[src/rtl/fifo_pkg.sv]
// Shared definitions for the async FIFO blocks (write side, read side and
// the pointer synchronizer).
//
// Contents:
//   FIFO_ADDR_DEF  - default memory address width
//   FIFO_DEPTH_DEF - default FIFO depth (2^FIFO_ADDR_DEF)
//   FIFO_PTR_W_DEF - default pointer width (one extra wrap bit)
//   FIFO_AF_DEF    - default almost-full threshold
//   bin2gray       - binary to Gray, for any width up to FIFO_FN_W
//   gray2bin       - Gray to binary, for any width up to FIFO_FN_W
package fifo_pkg;

  localparam int FIFO_ADDR_DEF  = 4;
  localparam int FIFO_DEPTH_DEF = 1 << FIFO_ADDR_DEF;
  localparam int FIFO_PTR_W_DEF = FIFO_ADDR_DEF + 1;
  localparam int FIFO_AF_DEF    = 12;

  // The conversion helpers work on a 32-bit container. The width argument
  // selects how many low bits form the code word; bits above it are ignored.
  localparam int FIFO_FN_W = 32;

  function automatic logic [FIFO_FN_W-1:0] width_mask(input int unsigned w);
    logic [FIFO_FN_W-1:0] m;
    if (w >= FIFO_FN_W) m = '1;
    else                m = (FIFO_FN_W'(1) << w) - FIFO_FN_W'(1);
    return m;
  endfunction

  function automatic logic [FIFO_FN_W-1:0] bin2gray(input logic [FIFO_FN_W-1:0] b,
                                                    input int unsigned          w);
    logic [FIFO_FN_W-1:0] bm;
    bm = b & width_mask(w);
    return bm ^ (bm >> 1);
  endfunction

  // Each binary bit is the XOR of all Gray bits from the MSB down to it.
  function automatic logic [FIFO_FN_W-1:0] gray2bin(input logic [FIFO_FN_W-1:0] g,
                                                    input int unsigned          w);
    logic [FIFO_FN_W-1:0] b;
    logic                 acc;
    b   = '0;
    acc = 1'b0;
    for (int i = FIFO_FN_W - 1; i >= 0; i--) begin
      if (i < int'(w)) begin
        acc  = acc ^ g[i];
        b[i] = acc;
      end
    end
    return b;
  endfunction

endpackage

[src/rtl/fifo_gray2bin.sv]
// Combinational Gray-to-binary converter, shared by the write-side full
// logic and the read-side empty/level logic.
//
// Parameters:
//   W      - code width (pointer width, ADDR+1 in the FIFO)
// Ports:
//   i_gray - Gray-coded input
//   o_bin  - binary equivalent (prefix XOR from the MSB)
module fifo_gray2bin
  import fifo_pkg::*;
#(
  parameter int W = FIFO_PTR_W_DEF
) (
  input  logic [W-1:0] i_gray,
  output logic [W-1:0] o_bin
);

  genvar gi;
  generate
    for (gi = 0; gi < W; gi++) begin : g_bit
      assign o_bin[gi] = ^i_gray[W-1:gi];
    end
  endgenerate

endmodule

[src/rtl/fifo_wr_ptr_full.sv]
// Write-domain pointer and full-flag generator for the async FIFO.
//
// Parameters:
//   ADDR          - memory address width, depth is 2^ADDR (ADDR >= 2)
//   AF_THRESH     - almost-full level, 1 .. 2^ADDR
// Ports:
//   i_clk         - write-domain clock
//   i_rst_n       - asynchronous active-low reset
//   i_wr_inc      - push request for this cycle
//   i_clr_ovf     - clears the sticky overflow flag
//   i_rd_ptr_sync - Gray read pointer already synchronized into i_clk
//   o_wr_en       - memory write enable (combinational, push accepted)
//   o_wr_addr     - memory write address (registered binary pointer)
//   o_wr_ptr_gray - registered Gray write pointer for the read domain
//   o_full        - FIFO full (registered)
//   o_almost_full - fill level >= AF_THRESH (registered)
//   o_wr_level    - fill level seen from the write side, 0 .. 2^ADDR
//   o_overflow    - sticky: a push was attempted while full
module fifo_wr_ptr_full
  import fifo_pkg::*;
#(
  parameter int ADDR      = FIFO_ADDR_DEF,
  parameter int AF_THRESH = FIFO_AF_DEF
) (
  input  logic            i_clk,
  input  logic            i_rst_n,
  input  logic            i_wr_inc,
  input  logic            i_clr_ovf,
  input  logic [ADDR:0]   i_rd_ptr_sync,
  output logic            o_wr_en,
  output logic [ADDR-1:0] o_wr_addr,
  output logic [ADDR:0]   o_wr_ptr_gray,
  output logic            o_full,
  output logic            o_almost_full,
  output logic [ADDR:0]   o_wr_level,
  output logic            o_overflow
);

  localparam int            PW     = ADDR + 1;
  localparam logic [ADDR:0] AF_LVL = PW'(AF_THRESH);

  logic [ADDR:0] r_bin;
  logic [ADDR:0] r_gray;
  logic [ADDR:0] r_level;
  logic          r_full;
  logic          r_almost_full;
  logic          r_overflow;

  logic          w_push_ok;
  logic [ADDR:0] w_bin_next;
  logic [ADDR:0] w_gray_next;
  logic [ADDR:0] w_rd_full_cmp;
  logic [ADDR:0] w_rd_bin;
  logic [ADDR:0] w_level_next;
  logic          w_full_next;
  logic          w_overflow_next;

  assign w_push_ok   = i_wr_inc & ~r_full;
  assign w_bin_next  = r_bin + PW'(w_push_ok);
  assign w_gray_next = w_bin_next ^ (w_bin_next >> 1);

  // In Gray code, "write is exactly one lap ahead of read" means the two
  // MSBs differ and all lower bits match.
  assign w_rd_full_cmp = {~i_rd_ptr_sync[ADDR:ADDR-1], i_rd_ptr_sync[ADDR-2:0]};
  assign w_full_next   = (w_gray_next == w_rd_full_cmp);

  fifo_gray2bin #(
    .W (PW)
  ) u_rd_g2b (
    .i_gray (i_rd_ptr_sync),
    .o_bin  (w_rd_bin)
  );

  // Modulo 2^(ADDR+1) difference; the extra wrap bit keeps 2^ADDR distinct
  // from 0. The read pointer is stale, so the level can only be overstated.
  assign w_level_next = w_bin_next - w_rd_bin;

  // A new overflow outranks a clear in the same cycle.
  assign w_overflow_next = (i_wr_inc & r_full) | (r_overflow & ~i_clr_ovf);

  always_ff @(posedge i_clk or negedge i_rst_n) begin
    if (!i_rst_n) begin
      r_bin         <= '0;
      r_gray        <= '0;
      r_level       <= '0;
      r_full        <= 1'b0;
      r_almost_full <= 1'b0;
      r_overflow    <= 1'b0;
    end else begin
      r_bin         <= w_bin_next;
      r_gray        <= w_gray_next;
      r_level       <= w_level_next;
      r_full        <= w_full_next;
      r_almost_full <= (w_level_next >= AF_LVL);
      r_overflow    <= w_overflow_next;
    end
  end

  assign o_wr_en       = w_push_ok;
  assign o_wr_addr     = r_bin[ADDR-1:0];
  assign o_wr_ptr_gray = r_gray;
  assign o_full        = r_full;
  assign o_almost_full = r_almost_full;
  assign o_wr_level    = r_level;
  assign o_overflow    = r_overflow;

endmodule

[config.mk]
export PLATFORM = sky130hd
export DESIGN_NAME = fifo_wr_ptr_full
export DESIGN_NICKNAME = d
export VERILOG_FILES = /design/src/rtl/fifo_pkg.sv /design/src/rtl/fifo_gray2bin.sv /design/src/rtl/fifo_wr_ptr_full.sv
export SDC_FILE = /design/constraint.sdc
export NUM_CORES = 1
export LEC_CHECK = 0
export CAP_MARGIN = 20
export CORE_UTILIZATION = 49
export DETAILED_ROUTE_END_ITERATION = 10
export GPL_TIMING_DRIVEN = 0
export HOLD_SLACK_MARGIN = 0.02
export PLACE_DENSITY = 0.91
export RECOVER_POWER = 25
export SLEW_MARGIN = 20
export SYNTH_ARGS = -nofsm -noshare
export SYNTH_HDL_FRONTEND = slang
export SYNTH_HIERARCHICAL = 1
export SYNTH_SLANG_ARGS = --single-unit
[constraint.sdc]
create_clock -name i_clk -period 6.44 [get_ports i_clk]
set_clock_uncertainty 0.15 [all_clocks]
set_input_delay 1.288 -clock i_clk [delete_from_list [all_inputs] [get_ports i_clk]]
set_output_delay 1.288 -clock i_clk [all_outputs]
set_load 0.01 [all_outputs]
==> results of run 1 <==
-- layer usage --
layer / vias up / GRT usage, % / wire (um)
li1: 315 / - / -
met1: 321 / 24.9 / 739
met2: 28 / 35.7 / 941
met3: 3 / 2.38 / 96
met4: 0 / 9.09 / 25
met5: - / 0 / 0
-- synth_stat cells --
cell type,instances,area [um2]
a21boi_0,1,7.51
nand3_1,2,10.0
buf_4,1,7.51
o21bai_1,1,7.51
xnor2_1,14,123
a21oi_1,1,5.00
a211o_1,1,8.76
xnor3_1,1,22.5
a21o_1,1,7.51
maj3_1,2,20.0
nor2_1,1,3.75
fa_1,1,20.0
nand4_1,1,6.26
inv_1,10,37.5
o21ai_0,2,10.0
dfrtp_1,17,425
xor2_1,7,61.3
nand2_1,3,11.3
ha_1,5,62.6
a2111oi_2,1,15.0
xor2_2,1,16.3
o21a_1,1,7.51
and4b_1,1,10.0
a31oi_1,1,6.26
nor2b_1,1,6.26
or3_1,1,6.26
-- state kept, by name, indices dropped and copies added, names as in the netlist --
name           flops
r_bin              5
o_almost_full      1
o_overflow         1
o_full             1
o_wr_level         5
o_wr_ptr_gray      4
-- worst register-to-register path, cell delays in order, from the launching register on --
cell,delay [ps]
dfrtp_1,400
nor2b_1,160
ha_1,280
ha_1,310
and4b_1,220
o21a_1,190
or3_1,390
a211o_1,280
a2111oi_2,350
-- metrics by stage --
step | hold WS [ps] | setup WS [ps] | instances | total power, mW | util, %
global route | 437 | 2350 | 134 | 0.768 | 71.3
detailed placement | 388 | 2190 | 130 | 0.656 | 69.7
floorplan | 381 | 2790 | 79 | 0.480 | -
finish | 397 | 2500 | 134 | 0.710 | 71.3
global placement | 348 | 2220 | 130 | 0.629 | 69.7
CTS | 412 | 2500 | 134 | 0.716 | 71.3
-- kinds of logic (layout without fill, tap and decap cells) --
logic type      Yosys count  in the layout  synth area share, %
buf+inv                  11             41                 4.87
compound gates           10             10                 8.12
simple gates             10             10                 5.82
xor+xnor                 23             23                 24.1
flops                    17             17                 46.0
fa+ha+maj                 8              8                 11.1
-- power breakdown --
group          switching, mW  leakage [nW]  internal (mW)
logic                  0.215         0.325          0.231
clock network         0.0359        0.0177         0.0232
registers             0.0382         0.203          0.166
-- worst min path at each step --
stage	startpoint	to	slack, ps	cells after the start
finish	o_full	o_overflow	400	2
global route	o_full	o_overflow	440	2
CTS	o_full	o_overflow	410	2
detailed placement	o_full	o_overflow	390	2
global placement	o_full	o_overflow	350	2
floorplan	o_full	o_overflow	380	2
-- area by class of cell --
type	count	area (um2)	area share, %
timing repair buffer	26	260	20.9
inverter	10	37.5	3.02
clock buffer	3	22.5	1.81
buffer	1	7.51	0.604
clock inverter	1	5.00	0.402
multi-input combinational	51	454	36.5
tap	25	31.3	2.52
sequential	17	425	34.2
==> metrics.yaml, run 1 <==
rr_startpoint: "o_full"
layout_common_cells: "clkdlybuf4s50_1 (24), dfrtp_1 (17), xnor2_1 (14)"
ctsLongestPathBuffers: 2
via_count: 667
clkTransAtPathRegs_ps: 110
drive_above_1_share_pct: 6.42
fillers: 120
design.die.area_mm2: 0.00206
cts_tree: "yes"
num_rows: 15
p_per_area_mw_per_mm2: 571
drt_iter0_drc: 9
start_kind: "primary input"
vias_per_cell: 4.98
endpoint_kind: "flop"
yosys_warnings: 6
hold_viol_final: 0
post_cts_resized: 0
gp_congestion: 0.825
syn_inst: 79
cp.arrival_ps: 4000
ios: 27
drc_errors: 0
cap_violations: 0
cts_setup_buffers: 0
synth.distinct_cells: 26
startpoint: "i_rd_ptr_sync[4]"
worstMarginPinSlew_ps: 776
worst-path-buf-inv: 1
period_needed_ps: 3940
numClockSinks: 17
grt_pass1_vias: 673
synth.net_count: 94
cts.htree.levels: 1
path_cells: "clkdlybuf4s50_1 > xor2_2 > xnor3_1 > ha_1 > fa_1 > maj3_1 > o21bai_1 > xnor2_1 > a21o_1"
tns_ps: 0
finalNetCount: 125
reg2reg_slack_ps: 3610
holdBufCountCts: 0
setup.worst_path.class: "primary input to flop"
grt_max_degree: 18
cp.depth: 9
cts_buffers: 3
worstReg2RegEnd: "o_full"
drt_wl_total_um: 1800
p_leak_nw: 0.546
ff2ff_path_depth: 8
start_util_pct: 53.0
ctsRootBufferMaster: "clkbuf_4"
slowest_delay_ps: 560
grt_util_all_layers_pct: 20.4
netlist_area_um2: 925
critPathRequiredTime_ps: 6500
max-slew-margin-rel_pct: 48.1
post_dp_cell_area_mm2: 0.00122
fin_crit_sh_pct: 61.3
detail-route-antenna-nets: 0
slew_viol_final: 0
mostFrequentLayoutCell: "clkdlybuf4s50_1"
cpLargestDelayFamily: "adder cells"
area_growth_pct: 34.5
status: "finished clean"
insertion_delay_ps: 300
core_area_mm2: 0.00175
overflow: 0
crit_fanout: 4
rsz0062_at_grt: "no"
antenna_found_initial: 0
cp-endpoint: "o_almost_full"
avgSynthCellArea_um2: 11.7
worst_path_max_delay_cell: "clkdlybuf4s50_1"
peakVddDrop_uv: 261
die_w_um: 45.4
final-setup-viol-count: 0
wl_per_cell_um: 13.4
dr.pass1.iters: 4
hp-class: "flop to flop"
ys_seq_area_share_pct: 46.0
synth_seq_cells: 17
dieHeight_um: 45.4
io_buffers: 26
fmax_mhz: 254
fin_area_mm2: 0.00124
dpl.hpwl_um: 1460
grt_pass1_wl_um: 2900
num_antenna_cells: 0
No activity file was read; power rests on OpenSTA's default activity.
==> run 2, diff against run 1 <==
Settings changed: CORE_UTILIZATION 49 to 46, PLACE_DENSITY 0.91 to 0.87.
Clock period 6.44 ns to 4 ns, I/O delays scaled along.
==> metrics.yaml, run 2 (synthesized netlist as in run 1, its figures left out) <==
dpl.cell_count: 130
die_w_um: 46.8
fin_crit_sh_pct: 88.4
worst_path_most_repeated_cell: "ha_1"
post-place-ws_ps: 201
io_buffers: 26
rsz0062_at_grt: "no"
grt_util_all_layers_pct: 18.0
worstReg2RegEnd: "o_full"
min_from: "o_full"
tns_ps: 0
drc_errors: 0
wl_per_cell_um: 12.8
ios: 27
setup_ws_ps: 465
setup.worst_path.class: "primary input to flop"
worst_path_max_delay_cell: "dlygate4sd3_1"
max-slew-margin-rel_pct: 49.4
p_leak_nw: 0.543
post_cts_resized: 0
ff2ff_path_depth: 8
num_rows: 15
p_total_mw: 1.11
hp-class: "flop to flop"
hold_viol_final: 0
insertion_delay_ps: 280
area_growth_pct: 34.4
vias_per_cell: 4.76
core_area_mm2: 0.00180
clkTransAtPathRegs_ps: 90
antenna_found_initial: 0
drive_above_1_share_pct: 5.50
slowest_delay_ps: 550
grt_pass1_wl_um: 2680
worstMarginPinSlew_ps: 756
fmax_mhz: 283
holdBufCountCts: 0
dpl.hpwl_um: 1390
numClockSinks: 17
grt_max_degree: 18
p_per_area_mw_per_mm2: 896
endpoint_kind: "flop"
start_util_pct: 51.3
mostFrequentLayoutCell: "clkdlybuf4s50_1"
gp_congestion: 0.829
min_to: "o_overflow"
final-setup-viol-count: 0
cts_setup_buffers: 0
drt_wl_total_um: 1720
ctsRootBufferMaster: "clkbuf_4"
critPathRequiredTime_ps: 4020
cap_violations: 0
cts.htree.levels: 1
status: "finished clean"
dr.pass1.iters: 4
crit_fanout: 6
cp.arrival_ps: 3560
min_path_cells: 2
design.die.area_mm2: 0.00219
cpLargestDelayFamily: "compound AO/OA/AOI/OAI gates"
period_needed_ps: 3540
overflow: 0
dieHeight_um: 46.8
cts_tree: "yes"
cts_buffers: 3
worst-path-buf-inv: 1
layout_common_cells: "clkdlybuf4s50_1 (24), dfrtp_1 (17), xnor2_1 (14)"
final_util_pct: 69.0
start_kind: "primary input"
finalNetCount: 125
num_antenna_cells: 0
grt_pass1_vias: 661
slew_viol_final: 0
path_cells: "dlygate4sd3_1 > nor2b_1 > ha_1 > ha_1 > and4b_1 > o21a_1 > or3_1 > a211o_1 > a2111oi_2"
via_count: 638
peakVddDrop_uv: 540
detail-route-antenna-nets: 0
reg2reg_slack_ps: 1160
ctsLongestPathBuffers: 2
layoutNonFillerInstCount: 134
rr_startpoint: "o_full"
drt_iter0_drc: 10
==> run 2: cell count changes in the layout (fill, tap and decap cells not counted) <==
cell      delta
clkbuf_1     +1
clkinv_2     -1
==> run 2: layer usage <==
metal / part of all wire, % / up-vias / global-route usage, %
met3: 4.8 / 2 / 3.46
met5: 0 / - / 0
li1: - / 319 / -
met2: 50 / 18 / 32.5
met1: 44 / 299 / 19.7
met4: 1.2 / 0 / 9.71
==> run 2: stage by stage <==
step | area (um2) | hold WS [ps]
2_1_floorplan | 925 | 354
3_3_place_gp | 1220 | 349
6_report | 1240 | 365
4_1_cts | 1240 | 371
5_1_grt | 1240 | 413
3_5_place_dp | 1220 | 349
==> run 2: report_power, final <==
part           leakage [nW]  internal, mW  switching [mW]  total (mW)
Sequential            0.203         0.268          0.0568       0.325
Clock                0.0150        0.0387          0.0496      0.0882
Combinational         0.325         0.368           0.332       0.700
Total                 0.543         0.675           0.438        1.11
==> run 2: final cells by class <==
type                    instances  area, um2
fillers                       135        559
inverters                      10       37.5
clock buffers                   4       26.3
well taps                      25       31.3
multi-input cells              51        454
plain buffers                   1       7.51
repair buffers                 26        260
flip-flops and latches         17        425
==> run 2: worst min-delay path, cell delays in order (launching register included) <==
cell and delay, ps:
dfrtp_1 370, nand2_1 50, o21ai_0 60
==> run 2: how the worst max path moves through the flow <==
stage	slack, ps	from	endpoint	depth (start not counted)
6_report	460	i_wr_inc	o_full	9
5_1_grt	380	i_wr_inc	o_full	9
4_1_cts	510	i_rd_ptr_sync[3]	o_almost_full	9
3_5_place_dp	200	i_rd_ptr_sync[4]	o_almost_full	9
3_3_place_gp	270	i_rd_ptr_sync[4]	o_almost_full	9
2_1_floorplan	840	i_wr_inc	o_full	8
